==> config.mk <==
export PLATFORM = sky130hd
export DESIGN_NAME = x_demux_align_alct
export DESIGN_NICKNAME = d
export VERILOG_FILES = /design/src/rtl/alct_demux_pkg.sv /design/src/rtl/x_delay_tap.sv /design/src/rtl/x_demux_align_alct.sv
export SDC_FILE = /design/constraint.sdc
export NUM_CORES = 1
export LEC_CHECK = 0
export ABC_AREA = 1
export CAP_MARGIN = 20
export CORE_MARGIN = 3
export CORE_UTILIZATION = 45
export CTS_CLUSTER_SIZE = 16
export DETAILED_ROUTE_END_ITERATION = 16
export MAX_ROUTING_LAYER = met4
export SLEW_MARGIN = 40
export SYNTH_ARGS = -nofsm -noshare
export SYNTH_HDL_FRONTEND = slang
export SYNTH_SLANG_ARGS = --single-unit
==> constraint.sdc <==
create_clock -name clock -period 23.9 [get_ports clock]
set_clock_uncertainty 0.05 [all_clocks]
set_input_delay 2.39 -clock clock [delete_from_list [all_inputs] [get_ports clock]]
set_output_delay 2.39 -clock clock [all_outputs]
set_load 0.005 [all_outputs]
==> src/rtl/alct_demux_pkg.sv <==
// Shared FSM encoding and counter sizing for the ALCT demux aligner.
package alct_demux_pkg;

    typedef enum logic [2:0] {
        StIdle,
        StHunt,
        StSettle,
        StLock,
        StFail
    } state_t;

    localparam int unsigned ErrW = 16;
    localparam logic [ErrW-1:0] ErrMax = '1;

    // Bits needed to hold the values 0..n.
    function automatic int unsigned cnt_width(input int unsigned n);
        return (n < 2) ? 1 : $clog2(n + 1);
    endfunction

endpackage

==> src/rtl/x_delay_tap.sv <==
// Whole-cycle delay line with a selectable tap; sel=0 passes din straight through.
module x_delay_tap #(
    parameter int unsigned WIDTH = 16,
    parameter int unsigned DEPTH = 16,
    localparam int unsigned SELW = $clog2(DEPTH)
) (
    input  logic             clock,
    input  logic             reset,
    input  logic [WIDTH-1:0] din,
    input  logic [SELW-1:0]  sel,
    output logic [WIDTH-1:0] dout
);

    // line[i] holds din delayed by i+1 clocks
    logic [WIDTH-1:0] line [DEPTH-1];
    logic [WIDTH-1:0] taps [DEPTH];

    always_ff @(posedge clock or posedge reset) begin
        if (reset) begin
            for (int i = 0; i < DEPTH - 1; i++) line[i] <= '0;
        end else begin
            line[0] <= din;
            for (int i = 1; i < DEPTH - 1; i++) line[i] <= line[i-1];
        end
    end

    always_comb begin
        taps[0] = din;
        for (int i = 1; i < DEPTH; i++) taps[i] = line[i-1];
    end

    assign dout = taps[sel];

endmodule

==> src/rtl/x_demux_align_alct.sv <==
// Half-cycle swap, selectable delay and training-pattern alignment FSM for ALCT demux data.
module x_demux_align_alct
    import alct_demux_pkg::*;
#(
    parameter int unsigned      WIDTH    = 16,
    parameter int unsigned      MXDLY    = 4,
    parameter logic [WIDTH-1:0] PAT1ST   = 16'hA5A5,
    parameter logic [WIDTH-1:0] PAT2ND   = 16'h5A5A,
    parameter int unsigned      LOCK_CNT = 8,
    parameter int unsigned      MAX_TRY  = 16
) (
    input  logic             clock,
    input  logic             reset,
    input  logic             clr,
    input  logic [WIDTH-1:0] din1st,
    input  logic [WIDTH-1:0] din2nd,
    input  logic             posneg,
    input  logic [MXDLY-1:0] delay,
    input  logic             train_en,
    output logic [WIDTH-1:0] dout1st,
    output logic [WIDTH-1:0] dout2nd,
    output logic             swap,
    output logic             locked,
    output logic             align_fail,
    output logic [ErrW-1:0]  err_cnt
);

    localparam int unsigned MW = cnt_width(LOCK_CNT);
    localparam int unsigned TW = cnt_width(MAX_TRY);

    logic [WIDTH-1:0] din2nd_prev, a1, a2, d1, d2;
    logic             match;
    state_t           state;
    logic [MW-1:0]    match_cnt;
    logic [TW-1:0]    try_cnt;
    logic             settle_cnt;
    logic             train_prev;

    always_ff @(posedge clock or posedge reset) begin
        if (reset) begin
            din2nd_prev <= '0;
            a1          <= '0;
            a2          <= '0;
        end else begin
            din2nd_prev <= din2nd;
            if (swap) begin
                a1 <= din2nd_prev;
                a2 <= din1st;
            end else begin
                a1 <= din1st;
                a2 <= din2nd;
            end
        end
    end

    x_delay_tap #(.WIDTH(WIDTH), .DEPTH(2**MXDLY)) u_dly1 (
        .clock (clock),
        .reset (reset),
        .din   (a1),
        .sel   (delay),
        .dout  (d1)
    );

    x_delay_tap #(.WIDTH(WIDTH), .DEPTH(2**MXDLY)) u_dly2 (
        .clock (clock),
        .reset (reset),
        .din   (a2),
        .sel   (delay),
        .dout  (d2)
    );

    always_ff @(posedge clock or posedge reset) begin
        if (reset) begin
            dout1st <= '0;
            dout2nd <= '0;
        end else if (clr) begin
            dout1st <= '0;
            dout2nd <= '0;
        end else begin
            dout1st <= d1;
            dout2nd <= d2;
        end
    end

    assign match = (a1 == PAT1ST) && (a2 == PAT2ND);

    always_ff @(posedge clock or posedge reset) begin
        if (reset) begin
            state      <= StIdle;
            swap       <= 1'b0;
            locked     <= 1'b0;
            align_fail <= 1'b0;
            err_cnt    <= '0;
            match_cnt  <= '0;
            try_cnt    <= '0;
            settle_cnt <= 1'b0;
            // Treat train_en as already high so a level held through reset is not a rising edge
            train_prev <= 1'b1;
        end else begin
            train_prev <= train_en;
            if (train_en && !train_prev) begin
                state      <= StHunt;
                locked     <= 1'b0;
                align_fail <= 1'b0;
                err_cnt    <= '0;
                match_cnt  <= '0;
                try_cnt    <= '0;
            end else begin
                case (state)
                    StIdle: begin
                        swap   <= posneg;
                        locked <= 1'b0;
                    end
                    StHunt: begin
                        if (!train_en) begin
                            state <= StIdle;
                        end else if (match) begin
                            if (match_cnt == MW'(LOCK_CNT - 1)) begin
                                state  <= StLock;
                                locked <= 1'b1;
                            end else begin
                                match_cnt <= match_cnt + 1'b1;
                            end
                        end else begin
                            match_cnt  <= '0;
                            swap       <= ~swap;
                            try_cnt    <= try_cnt + 1'b1;
                            settle_cnt <= 1'b0;
                            if (try_cnt == TW'(MAX_TRY - 1)) begin
                                state      <= StFail;
                                align_fail <= 1'b1;
                            end else begin
                                state <= StSettle;
                            end
                        end
                    end
                    StSettle: begin
                        // Two idle clocks let the swapped data reach a1/a2 before comparing
                        if (!train_en) state <= StIdle;
                        else if (settle_cnt) state <= StHunt;
                        else settle_cnt <= 1'b1;
                    end
                    StLock: begin
                        locked <= 1'b1;
                        if (train_en && !match && (err_cnt != ErrMax)) err_cnt <= err_cnt + 1'b1;
                    end
                    StFail: begin
                        locked     <= 1'b0;
                        align_fail <= 1'b1;
                        if (!train_en) state <= StIdle;
                    end
                    default: state <= StIdle;
                endcase
            end
        end
    end

endmodule

# After elaboration in Yosys (flattened, before gate mapping)
# Cells that the tools add are included.
# word_totals
reg_bits	593
input_bits	41
out_inout_bits	51
word_cells	147
# op_classes
add_sub_neg	3
order_cmp	1
eq_ne	23
mux	48
bitwise	3
n_reduce_logical	25
# ops
cell	n
16-bit 2-to-1 mux	11
16-bit binary-select mux with 4-bit select	2
3-bit 2-to-1 mux	8
3-bit inequality test, second input constant	7
4-bit 2-to-1 mux	5
5-bit 2-to-1 mux	4
16-bit by 1-bit adder with 16-bit output, second input constant	1
16-bit by 15-bit == test with 1-bit output, second input constant	1
16-bit == test, second input constant	1
16-bit inequality test, second input constant	1
4-bit AND reduction	4
1-bit 2-to-1 mux	13
3-bit case mux with 4 select lines	1
2-bit nonzero test	6
3-bit by 2-bit == test with 1-bit output, second input constant	2
2-bit inequality test, second input constant	3
1-bit case mux with 2 select lines	3
3-bit AND reduction	2
5-bit by 1-bit adder with 5-bit output, second input constant	1
5-bit by 4-bit == test with 1-bit output, second input constant	1
5-bit >= comparator, second input constant	1
5-bit inequality test, second input constant	1
4-bit inverter with 5-bit output	1
5-bit AND reduction	1
other kinds (15)	22

# Longest topological paths before layout
# logic_depth
word_depth	8
ltp_mapped	12
mapped_depth_nobuf	11

# By module
# A second synthesis with hierarchy kept.
# unflattened
hier_cells	2655
area_unflattened_um2	23689.0
# by_module_without_submodules
module	n_inst	cells_each	area_per_inst_um2	seq_area_each_um2
x_delay_tap	2	1016	9273.9	6005.8
x_demux_align_alct	1	623	5141.2	2829.0

# Least setup slack after synthesis
# No wires, ideal clock.
# synth_path
path_kind	input -> register
start	in train_en
end	reg try_cnt[0]
setup_time_ns	0.126
arrival_ns	3.344
t_required_ns	23.724
setup_slack_ns	20.380
cell_stages	9
path_buffers	2
path_cell_list	buf_4 -> inv_1 -> nor2_1 -> inv_2 -> o21ai_4 -> nand2_2 -> buf_6 -> nand2_1 -> o21ai_0
# synth_via
elab_chain_cells	3
elab_cells_between_ends	6
classes_between	eq/ne: 1; mux: 1; reduce/logical: 4
# synth_lines
item	line_no	rtl
from (decl)	x_demux_align_alct.sv:19	input logic train_en,
1-bit logical AND	x_demux_align_alct.sv:101	if (train_en && !train_prev) begin
2-bit by 1-bit inequality test with 1-bit output (no source line) / 2-bit nonzero test (equally long branches)	-	
3-bit AND reduction (no source line)	-	
to (signal assigned)	x_demux_align_alct.sv:127	try_cnt <= try_cnt + 1'b1;
to (decl)	x_demux_align_alct.sv:35	logic [TW-1:0] try_cnt;
# Several ways; a longest one is shown, not always the timed one.
# A chain may end at the register's enable or synchronous reset.

# Final worst setup path
# layout_path
start	in delay[0]
end	reg dout1st[8]
# layout_via
elab_chain_cells	5
# layout_lines
item	line_no	rtl
from (decl)	x_demux_align_alct.sv:18	input logic [MXDLY-1:0] delay,
4-bit inverter with 5-bit output (implied by the code)	x_delay_tap.sv:32	assign dout = taps[sel];
16-bit binary-select mux with 4-bit select	x_delay_tap.sv:32	
16-bit 2-to-1 mux (implied by the code) (2 in series)	x_delay_tap.sv:32	
16-bit 2-to-1 mux	x_demux_align_alct.sv:76	end else if (clr) begin
to (signal assigned)	x_demux_align_alct.sv:74	dout1st <= '0;
to (signal assigned)	x_demux_align_alct.sv:77	dout1st <= '0;
to (signal assigned)	x_demux_align_alct.sv:80	dout1st <= d1;
to (decl)	x_demux_align_alct.sv:20	output logic [WIDTH-1:0] dout1st,
# Every way passes these cells. The select of a mux whose other input is x is not followed.

==> results_dict.tcl <==
set metrics [dict create \
    ant_nets 0 \
    reg2reg_from "a1[4]" \
    die_width_microns 223.4 \
    status "finished, final reports clean" \
    cp-end-kind "flip-flop" \
    synthCells 1941 \
    cts.hold.buffers_added 0 \
    drc 0 \
    core_area_sq_um 46650 \
    p_leak_nw 10.49 \
    detailed_place_hpwl_mm 26.34 \
    drv_slew 0 \
    internal_power_w 0.002020 \
    ios 92 \
    yosys.area_share.xor_xnor 0.001235 \
    ir_drop_mv 0.05638 \
    placedCellCount 2538 \
    grt_util_met1 0.2811 \
    path_cells "buf_6 -> buf_4 -> buf_6 -> nor2_1 -> nor2_1 -> o21ai_0 -> o21ai_0 -> o211ai_1 -> a21oi_1" \
    clockBufferDepth 3 \
    required_ps 24360 \
    power_frac_comb 0.106 \
    vias 13950 \
    min_from "u_dly1.line[105]" \
    fin_crit_sh 0.1940 \
    pwr-share-clk 0.323 \
    relSlewSlack 0.4575 \
    dpl_worst_slack_ps 18670 \
    grt_use_met2 0.2979 \
    ys_ff_latch 593 \
    synthSimpleGateAreaFrac 0.1197 \
    syn_area_sq_um 21280 \
    min_period_ps 4638 \
    cts_buffers 57 \
    gp_congestion 0.7992 \
    synth_compound_area_frac 0.1378 \
    ys_seq_area_frac 0.6975 \
    htreeDepth 2 \
    die_h_microns 223.4 \
    synth_fp_nets 1986 \
    switchingPower_w 0.0007584 \
    ys_warn_count 0 \
    busiest_layer "met2" \
    nNetsFinal 2036 \
    fmax_mhz 215.6 \
    insertion_delay_ps 590 \
    regToRegEndpoint "match_cnt[1]" \
    power_frac_seq 0.571 \
    hold_class "flip-flop to flip-flop" \
    cts_setup_buffers 0 \
    synth_fa_ha_area_frac 0.002352 \
    synth.mux.area_fraction 0 \
    via_per_inst 5.279 \
    dr.pass1.iters 4 \
    setup_violations 0 \
    areaGrowthSynthToFinish_pct 14.90 \
    drt_wl_total_mm 46.45 \
    grt_pass1_wl_mm 77.02 \
    synth_top_family_by_area "compound AO/OA/AOI/OAI gates" \
    layout_setup_ws_ps 19260 \
    grt_max_degree 186 \
    instances_no_fill 2643 \
    cts_root_buf "clkbuf_16" \
    final_common_cell "dfrtp_1" \
    rows 79 \
    die_area_sq_um 49930 \
    swShare 0.2730 \
    r2r_cells 11 \
    worst_pin_slew_ps 813.7 \
    drtIter0Drc 1114 \
    dpl_cell_area_sq_um 22530 \
    start_kind "input pin" \
    clk_pin_slew_ps 60 \
    grt_pass1_vias 14140 \
    cts_tree "done" \
    avgSynthCellArea_sq_um 10.96 \
    critPathMaxFanout 99 \
    hold_depth 0 \
    fin_setup_tns_ps 0 \
    min_to "u_dly1.line[89]" \
    n_fill_cell 4074 \
    layout_common_cells "dfrtp_1, nor2_1, o21ai_0, nand2_1, o211ai_1" \
    grt_overflow 0 \
    numPortBuffers 91 \
    drv_cap 0 \
    arrival_ps 5090 \
    antenna_found_initial 0 \
    r2r_slack_ps 21850 \
    rsz0062_at_grt "no" \
    start_util 0.4560 \
    grt_usage 0.1960 \
    cts_resized 0 \
    finalHoldViolCount 0 \
    met3_usage 0.02842 \
    drive_above_1_share 0.06339 \
    avgRoutedWirePerCell_microns 17.57 \
    cts_sinks 593 \
    path_class "input pin to flip-flop" \
    final_area_sq_um 24450 \
    crit_path_max_incr_delay_ps 680 \
    power.density_nw_per_um2 113.6 \
    synth.distinct_cells 32 \
    critPathSlowestCell "buf_4" \
]
-- worst max path at each step --
stage,startpoint,to,slack [ps],cells past startpoint
floorplan,reset,a1[0],4870,1
global placement,reset,u_dly1.line[39],18240,4
detailed placement,delay[0],dout1st[8],18670,9
CTS,delay[0],dout1st[8],19300,9
global route,delay[0],dout1st[7],19030,9
finish,delay[0],dout1st[8],19260,9
-- cell usage after synthesis (all sizes together) --
cell    number  area [sq um]
dfrtp      592         14810
nor2       415          1563
o21ai      302          1523
nand2      133         509.2
o211ai     119         893.4
nand3       73         365.4
inv         72         270.3
a21oi       70         350.3
clkbuf      67         252.7
buf         52         357.8
nand4       10         62.56
o221ai      10         87.58
o21bai       8         60.06
ha           4         50.05
nor3         3         15.01
or2          3         18.77
xor2         3         26.28
a31o         1         8.760
dfstp        1         26.28
nand3b       1         7.510
nor4         1         6.260
o32ai        1         8.760
-- metrics by stage --
stage,util,total power (W),hold WS (ps)
2_1_floorplan,-,0.001743,298.8
3_3_place_gp,0.4819,0.001873,300.4
3_5_place_dp,0.4829,0.001900,303.6
4_1_cts,0.5233,0.002809,314.2
5_1_grt,0.5239,0.002942,322.3
6_report,0.5240,0.002778,315.5
-- worst max-delay path, delay by kind of cell --
| family | cells | cell delay, ps |
|---|---|---|
| AO/OA/AOI/OAI | 4 | 620 |
| buffers and inverters | 3 | 1780 |
| AND/OR/NAND/NOR | 2 | 210 |
-- state kept, by name (all words and copies together), names as in the netlist --
| name | flops |
|---|---|
| u_dly1.line | 240 |
| u_dly2.line | 240 |
| a1 | 16 |
| a2 | 16 |
| din2nd_prev | 16 |
| dout1st | 16 |
| dout2nd | 16 |
| err_cnt | 16 |
| try_cnt | 5 |
| match_cnt | 4 |
| state | 3 |
| align_fail | 1 |
| locked | 1 |
| settle_cnt | 1 |
| swap | 1 |
| train_prev | 1 |
-- logic make-up after synthesis --
kind of cell | count (synthesis)
buffers and inverters | 191
AND/OR/NAND/NOR | 639
flip-flops | 593
XOR/XNOR | 3
AO/OA/AOI/OAI | 511
adder cells (fa/ha/maj) | 4
-- cell type report --
class,count,area (sq um),area share
antenna,1,2.502,0.0001024
inverter,72,299.0,0.01223
tap,607,759.5,0.03107
clock inverter,18,200.2,0.008189
clock buffer,85,1684,0.06889
multi-input combinational,1157,5555,0.2272
timing repair buffer,110,1101,0.04504
sequential,593,14840,0.6072
-- power by group through the flow --
stage | registers, W | clock network [W] | logic, W
after CTS | 0.00159 | 0.000921 | 0.000299
after floorplan | 0.00152 | 0 | 0.000224
final | 0.00159 | 0.000896 | 0.000296
after global routing | 0.00163 | 0.000965 | 0.000342
after global placement | 0.00158 | 0 | 0.000291
after detailed placement | 0.00160 | 0 | 0.000297
-- layer usage --
layer	part of all wire	up-vias
met1	0.48	7026
met3	0.038	67
met2	0.46	249
met5	0	-
li1	-	6611
met4	0.020	0
Note: power is estimated with default switching activity, not from simulation.
